File: src/rtl/rope_pkg.sv
// rtl/rope_pkg.sv - shared types and constants for the rope rider
package rope_pkg;

    typedef enum logic [1:0] {
        FREE = 2'd0,
        HANG = 2'd1,
        DROP = 2'd2
    } rope_state_e;

    typedef logic signed [10:0] coord_t;
    typedef logic signed [11:0] coord_ext_t;

    localparam int HAND_OFF    = 8;
    localparam int HANG_Y      = 4;
    localparam int GRAB_TOL    = 8;
    localparam int STEP        = 2;
    localparam int FALL_FRAMES = 15;
    localparam int CNT_W       = $clog2(FALL_FRAMES);

    localparam coord_ext_t HAND_OFF_X = coord_ext_t'(HAND_OFF);
    localparam coord_ext_t HANG_Y_X   = coord_ext_t'(HANG_Y);
    localparam coord_ext_t GRAB_TOL_X = coord_ext_t'(GRAB_TOL);
    localparam coord_ext_t STEP_X     = coord_ext_t'(STEP);
    localparam coord_ext_t ZERO_X     = 12'sd0;
    localparam coord_ext_t ONE_X      = 12'sd1;

    function automatic coord_ext_t ext(input coord_t c);
        return {c[10], c};
    endfunction

endpackage

File: src/rtl/rope_rider_if.sv
// rtl/rope_rider_if.sv - rope/player/key inputs and resolved player outputs
interface rope_rider_if;
    logic            startOfFrame;
    rope_pkg::coord_t ropeTopLeftX;
    rope_pkg::coord_t ropeTopLeftY;
    rope_pkg::coord_t ropeWidthX;
    rope_pkg::coord_t playerInX;
    rope_pkg::coord_t playerInY;
    logic            keyUp;
    logic            keyDown;
    logic            keyLeft;
    logic            keyRight;
    rope_pkg::coord_t playerX;
    rope_pkg::coord_t playerY;
    logic            attached;
    logic            falling;
    logic            grabPulse;

    modport master (
        output startOfFrame, ropeTopLeftX, ropeTopLeftY, ropeWidthX,
        output playerInX, playerInY, keyUp, keyDown, keyLeft, keyRight,
        input  playerX, playerY, attached, falling, grabPulse
    );

    modport slave (
        input  startOfFrame, ropeTopLeftX, ropeTopLeftY, ropeWidthX,
        input  playerInX, playerInY, keyUp, keyDown, keyLeft, keyRight,
        output playerX, playerY, attached, falling, grabPulse
    );
endinterface

File: src/rtl/rope_grab_window.sv
// rtl/rope_grab_window.sv - hand point / player Y versus rope box compare
module rope_grab_window
    import rope_pkg::*;
(
    input  coord_ext_t hand_x,
    input  coord_t     player_in_y,
    input  coord_t     rope_x,
    input  coord_t     rope_y,
    input  coord_t     rope_w,
    output logic       can_grab,
    output coord_ext_t raw_off
);

    coord_ext_t rx;
    coord_ext_t ry;
    coord_ext_t py;
    coord_ext_t right_edge;

    always_comb begin
        rx         = ext(rope_x);
        ry         = ext(rope_y);
        py         = ext(player_in_y);
        right_edge = rx + ext(rope_w) - ONE_X;
        raw_off    = hand_x - rx;
        can_grab   = (py >= ry) && (py <= ry + GRAB_TOL_X) &&
                     (hand_x >= rx) && (hand_x <= right_edge);
    end

endmodule

File: src/rtl/rope_rider.sv
// rtl/rope_rider.sv - grabs, carries, shimmies and drops the player on the rope
module rope_rider
    import rope_pkg::*;
(
    input  logic         clk,
    input  logic         reset,
    rope_rider_if.slave  bus
);

    localparam logic [CNT_W-1:0] FALL_LAST = CNT_W'(FALL_FRAMES - 1);

    rope_state_e      state_q, state_d;
    coord_ext_t       off_q, off_d;
    logic [CNT_W-1:0] fall_cnt_q, fall_cnt_d;
    coord_t           player_x_q, player_x_d;
    coord_t           player_y_q, player_y_d;
    logic             attached_q, attached_d;
    logic             falling_q, falling_d;
    logic             grab_q, grab_d;

    coord_ext_t hand_x;
    coord_ext_t w_max;
    coord_ext_t off_shim;
    logic       can_grab;
    coord_ext_t raw_off;

    assign hand_x = ext(bus.playerInX) + HAND_OFF_X;
    assign w_max  = ext(bus.ropeWidthX) - ONE_X;

    rope_grab_window u_window (
        .hand_x      (hand_x),
        .player_in_y (bus.playerInY),
        .rope_x      (bus.ropeTopLeftX),
        .rope_y      (bus.ropeTopLeftY),
        .rope_w      (bus.ropeWidthX),
        .can_grab    (can_grab),
        .raw_off     (raw_off)
    );

    always_ff @(posedge clk) begin
        if (reset) begin
            state_q    <= FREE;
            off_q      <= ZERO_X;
            fall_cnt_q <= '0;
            player_x_q <= bus.playerInX;
            player_y_q <= bus.playerInY;
            attached_q <= 1'b0;
            falling_q  <= 1'b0;
            grab_q     <= 1'b0;
        end else begin
            state_q    <= state_d;
            off_q      <= off_d;
            fall_cnt_q <= fall_cnt_d;
            player_x_q <= player_x_d;
            player_y_q <= player_y_d;
            attached_q <= attached_d;
            falling_q  <= falling_d;
            grab_q     <= grab_d;
        end
    end

    always_comb begin
        state_d    = state_q;
        off_d      = off_q;
        fall_cnt_d = fall_cnt_q;
        off_shim   = off_q;
        case (state_q)
            FREE: begin
                if (bus.startOfFrame && bus.keyUp && can_grab) begin
                    state_d = HANG;
                    off_d   = raw_off;
                end
            end
            HANG: begin
                if (bus.startOfFrame) begin
                    if (bus.keyDown) begin
                        state_d    = DROP;
                        fall_cnt_d = '0;
                    end else begin
                        if (bus.keyLeft && !bus.keyRight) begin
                            off_shim = (off_q - STEP_X < ZERO_X) ? ZERO_X : off_q - STEP_X;
                        end else if (bus.keyRight && !bus.keyLeft) begin
                            off_shim = (off_q + STEP_X > w_max) ? w_max : off_q + STEP_X;
                        end
                        // A shrinking rope pushes the hanging player inward from its right end.
                        off_d = (off_shim > w_max) ? w_max : off_shim;
                    end
                end
            end
            DROP: begin
                if (bus.startOfFrame) begin
                    if (fall_cnt_q == FALL_LAST) begin
                        state_d    = FREE;
                        fall_cnt_d = '0;
                    end else begin
                        fall_cnt_d = fall_cnt_q + 1'b1;
                    end
                end
            end
            default: state_d = FREE;
        endcase
    end

    always_comb begin
        player_x_d = bus.playerInX;
        player_y_d = bus.playerInY;
        attached_d = (state_d == HANG);
        falling_d  = (state_d == DROP);
        grab_d     = (state_q == FREE) && (state_d == HANG);
        if (state_d == HANG) begin
            player_x_d = coord_t'(ext(bus.ropeTopLeftX) + off_d - HAND_OFF_X);
            player_y_d = coord_t'(ext(bus.ropeTopLeftY) + HANG_Y_X);
        end
    end

    assign bus.playerX   = player_x_q;
    assign bus.playerY   = player_y_q;
    assign bus.attached  = attached_q;
    assign bus.falling   = falling_q;
    assign bus.grabPulse = grab_q;

endmodule

File: src/flat_wrapper.sv
// flat-port wrapper written by rule: the top's interface ports become plain ports
module rope_rider_flat import rope_pkg::*;
  (clk, reset, bus_startOfFrame, bus_ropeTopLeftX, bus_ropeTopLeftY, bus_ropeWidthX, bus_playerInX, bus_playerInY, bus_keyUp, bus_keyDown, bus_keyLeft, bus_keyRight, bus_playerX, bus_playerY, bus_attached, bus_falling, bus_grabPulse);
  rope_rider_if bus_i ();
  input  logic clk;
  input  logic reset;
  input wire logic [$bits(bus_i.startOfFrame)-1:0] bus_startOfFrame;
  input wire logic [$bits(bus_i.ropeTopLeftX)-1:0] bus_ropeTopLeftX;
  input wire logic [$bits(bus_i.ropeTopLeftY)-1:0] bus_ropeTopLeftY;
  input wire logic [$bits(bus_i.ropeWidthX)-1:0] bus_ropeWidthX;
  input wire logic [$bits(bus_i.playerInX)-1:0] bus_playerInX;
  input wire logic [$bits(bus_i.playerInY)-1:0] bus_playerInY;
  input wire logic [$bits(bus_i.keyUp)-1:0] bus_keyUp;
  input wire logic [$bits(bus_i.keyDown)-1:0] bus_keyDown;
  input wire logic [$bits(bus_i.keyLeft)-1:0] bus_keyLeft;
  input wire logic [$bits(bus_i.keyRight)-1:0] bus_keyRight;
  output wire logic [$bits(bus_i.playerX)-1:0] bus_playerX;
  output wire logic [$bits(bus_i.playerY)-1:0] bus_playerY;
  output wire logic [$bits(bus_i.attached)-1:0] bus_attached;
  output wire logic [$bits(bus_i.falling)-1:0] bus_falling;
  output wire logic [$bits(bus_i.grabPulse)-1:0] bus_grabPulse;
  assign bus_i.startOfFrame = bus_startOfFrame;
  assign bus_i.ropeTopLeftX = bus_ropeTopLeftX;
  assign bus_i.ropeTopLeftY = bus_ropeTopLeftY;
  assign bus_i.ropeWidthX = bus_ropeWidthX;
  assign bus_i.playerInX = bus_playerInX;
  assign bus_i.playerInY = bus_playerInY;
  assign bus_i.keyUp = bus_keyUp;
  assign bus_i.keyDown = bus_keyDown;
  assign bus_i.keyLeft = bus_keyLeft;
  assign bus_i.keyRight = bus_keyRight;
  assign bus_playerX = bus_i.playerX;
  assign bus_playerY = bus_i.playerY;
  assign bus_attached = bus_i.attached;
  assign bus_falling = bus_i.falling;
  assign bus_grabPulse = bus_i.grabPulse;
  rope_rider u_core (.clk(clk), .reset(reset), .bus(bus_i));
endmodule
File: config.mk
export PLATFORM = sky130hd
export DESIGN_NAME = rope_rider_flat
export DESIGN_NICKNAME = d
export VERILOG_FILES = /design/src/rtl/rope_pkg.sv /design/src/rtl/rope_rider_if.sv /design/src/rtl/rope_grab_window.sv /design/src/rtl/rope_rider.sv /design/src/flat_wrapper.sv
export SDC_FILE = /design/constraint.sdc
export NUM_CORES = 1
export LEC_CHECK = 0
export ABC_AREA = 0
export ABC_CLOCK_PERIOD_IN_PS = 15180
export CAP_MARGIN = 20
export CELL_PAD_IN_SITES_DETAIL_PLACEMENT = 1
export CELL_PAD_IN_SITES_GLOBAL_PLACEMENT = 1
export CORE_MARGIN = 2
export CORE_UTILIZATION = 45
export DETAILED_ROUTE_END_ITERATION = 10
export PLACE_DENSITY = 0.9
export SLEW_MARGIN = 20
export SYNTH_ARGS = -nofsm -noshare
export SYNTH_HDL_FRONTEND = slang
export SYNTH_SLANG_ARGS = --single-unit
File: constraint.sdc
create_clock -name clk -period 15.18 [get_ports clk]
set_input_delay 1.518 -clock clk [delete_from_list [all_inputs] [get_ports clk]]
set_output_delay 1.518 -clock clk [all_outputs]
set_load 0.02 [all_outputs]
==> impl_metrics.yaml <==
sta:
  slew_viol_final: 0
  hold_viol: 0
  worstMarginPinSlew_ps: 994
  setup_violations: 0
  hold_slack_ps: 517
  relSlewSlack: 0.333
  skew_ps: 5.47
  rsz0062_at_grt: "false"
  fin_crit_sh: 0.771
  tns_ps: 0
  period_needed_ps: 11710
  fmax_mhz: 85.4
detailed_routing:
  final_antenna_net_count: 0
  routed-wl-met2_microns: 11300
  drtIter0Drc: 573
  wl_met3_microns: 1400
  routed.top_layer: "met4"
  wl_per_cell_microns: 20.8
  drt-met1-wl_microns: 9390
  firstDrtPassIters: 5
  vias: 6930
  routed_via_density: 6.19
  wirelength_microns: 23300
  drc: 0
critical_path:
  cp_data_required_time_ps: 15370
  cp_num_buf_inv: 1
  path_depth: 38
  crit_path_end: "u_core.bus.playerX[10]"
  cp-end-kind: "flop"
  rrSetupSlack_ps: 4720
  r2r_end: "u_core.bus.playerX[10]"
  crit_top_cell: "a21oi_1"
  cp_top_family: "compound AO/OA/AOI/OAI gates"
  reg2regPathDepth: 39
  cp_max_fo: 8
  worstSetupStartpoint: "bus_ropeWidthX[7]"
  r2r-start: "u_core.off_q[5]"
  cpPeakStageDelay_ps: 710
  worstPathArrival_ps: 11900
  crit_type: "input port to flop"
  cp_slowest_cell: "a2111oi_0"
  crit_path_start_kind: "input port"
cells_and_area:
  layout-drive-gt1-share: 0.0588
  num_antenna_cells: 0
  fin_util: 0.536
  synthToLayoutAreaGrowth_pct: 17.9
  nNetsFinal: 1111
die:
  initial_core_util: 0.454
  die_w_microns: 124
  core-area_sq_um: 14400
  rows: 44
  ios: 87
  die_area_sq_um: 15500
  die-height_microns: 124
yosys:
  syn_inst: 861
  synthDistinctLibCells: 83
  yosys_register_bits: 43
  synthFlopType: "dfxtp_1"
  synth_area_sq_um: 6530
  synth.avg_cell_area_sq_um: 7.58
  synth_compound_area_frac: 0.232
  yosys.area_share.adder: 0.226
  postSynth.asyncResetShare: 0
  syn_nets: 1038
  synth_top_family_by_area: "compound AO/OA/AOI/OAI gates"
  synth_edf_count: 0
  synth-xor-area-share: 0.0942
  seq_area_frac_synth: 0.132
  synthMuxAreaShare: 0.0255
  yosys.area_share.simple: 0.213
  synth_warnings: 0
power_and_ir_drop:
  p_sw_mw: 0.266
  p_clk_frac: 0.187
  p_per_area_nw_per_um2: 77.3
  p_seq_frac: 0.220
  design_power_total_mw: 0.595
  internal_power_mw: 0.328
  power_frac_comb: 0.593
  p_leak_nw: 3.36
  ir_worst_vdd_mv: 0.0463
  switching_share: 0.448
status:
  status: "complete, no violations"
clocking:
  cts_buffer_depth: 2
  root_buffer: "clkbuf_16"
  clk_pin_slew_worst_paths_ps: 60
  post_cts_buffers: 0
  clk_latency_ps: 290
  ctsResizeCount: 0
  numClockSinks: 43
  tritoncts: "yes"
  htree_levels: 2
  cts_buffers: 5
  cts_hold_buf: 0
flow_run:
  drv_cap: 0
global_routing:
  grt_pass1_wl_microns: 37900
  grt_max_degree: 34
  grt_pass1_vias: 7278
  overflow: 0
  grtUsageTotal: 0.298
  antenna_found_initial: 0
placement:
  gp_congestion: 0.940
  port_buffers: 86
  hpwlAfterDp_microns: 18800
min_path:
  hold_path.class: "flop to flop"
## layer usage
metal,up-vias,track usage
li1,3227,-
met1,3331,0.367
met2,283,0.510
met3,89,0.0357
met4,0,0.153
met5,-,0
## flip-flops by register name, summed over array words and instances, names as in the netlist
signal	flops
u_core.bus.attached	1
u_core.bus.falling	1
u_core.bus.grabPulse	1
u_core.bus.playerX	11
u_core.bus.playerY	11
u_core.fall_cnt_q	4
u_core.off_q	12
u_core.state_q	2
## worst register-to-register path, delay by kind of cell (launching register included)
family	cells	cell delay, ps
compound gates	21	5220
simple gates	11	2230
mux	1	520
flops	1	660
xor+xnor	2	530
fa+ha+maj	4	1210
## metrics by stage
stage	worst slack, ps	instance area, sq um	cells
after global placement	3940	7550	1111
final	3470	7700	1119
after CTS	3610	7700	1119
after detailed placement	3460	7550	1111
after floorplan	5360	6530	861
after global routing	2740	7700	1119
## cells in the final DEF, fill, tap and decap left out, types with 6 or more instances in the layout
cell type	Yosys	layout
inv_1	112	112
ha_1	112	112
clkdlybuf4s50_1	0	86
nor2_1	66	66
nand2_1	59	59
a21oi_1	56	56
xnor2_1	51	51
dfxtp_1	43	43
o21ai_0	42	42
nand3_1	36	36
nor3_1	20	20
xor2_1	16	16
nand4_1	13	13
nand2b_1	12	12
mux2_2	11	11
o21a_1	10	10
o211ai_1	10	10
a21o_1	9	9
nor2b_1	9	9
or2_2	9	9
o21bai_1	9	9
and3_1	7	7
a211oi_1	7	7
a21boi_0	7	7
a211o_1	6	6
or4_1	6	6
## power groups by stage
stage | logic (mW) | registers, mW | clock network (mW)
2_1_floorplan | 0.225 | 0.135 | 0
3_3_place_gp | 0.325 | 0.133 | 0
3_5_place_dp | 0.339 | 0.133 | 0
4_1_cts | 0.347 | 0.130 | 0.114
5_1_grt | 0.386 | 0.132 | 0.118
6_report | 0.353 | 0.131 | 0.111
## cells by family after synthesis
kind of cell / after synthesis
muxes: 14
buffers and inverters: 135
DFF: 43
and+or+nand+nor: 266
AOI/OAI and AO/OA: 219
xor gates and xnor gates: 68
adders and majority gates: 116
## layout make-up
class	count	area, sq um
clock buffers	5	125
clock inverters	3	23.8
fillers	1811	6670
inverters	113	424
multi-input cells	683	5160
flip-flops and latches	43	861
well taps	184	230
repair buffers	88	876
## cells in the mapped netlist, drive strengths merged (5+ instances only)
master,count,area share
nor2b,9,0.0086
a211oi,8,0.010
o31ai,5,0.0079
o221ai,5,0.0077
o21bai,9,0.010
o211ai,10,0.012
nand4,13,0.012
nand2b,12,0.012
nor4,7,0.010
ha,112,0.21
nor2,67,0.040
a21oi,56,0.043
a31oi,5,0.0048
and3,7,0.0067
or2,9,0.0086
clkbuf,20,0.012
xnor2,52,0.073
nor3,21,0.017
or4,8,0.010
xor2,16,0.021
dfxtp,43,0.13
a211o,6,0.0081
o21a,10,0.012
nand3,37,0.030
nand2,61,0.036
a21o,9,0.010
inv,112,0.064
o21ai,43,0.033
mux2,11,0.019
a21boi,7,0.0081
## worst min path at each step
| stage | start | endpoint | slack (ps) | depth (start not counted) |
|---|---|---|---|---|
| global route | u_core.state_q[1] | u_core.bus.grabPulse | 550 | 1 |
| finish | u_core.state_q[1] | u_core.bus.grabPulse | 520 | 1 |
| CTS | u_core.state_q[1] | u_core.bus.grabPulse | 530 | 1 |
| global placement | u_core.state_q[1] | u_core.bus.grabPulse | 500 | 1 |
| detailed placement | u_core.state_q[1] | u_core.bus.grabPulse | 510 | 1 |
| floorplan | u_core.state_q[1] | u_core.bus.grabPulse | 440 | 1 |
(Power assumes the default switching activity.)
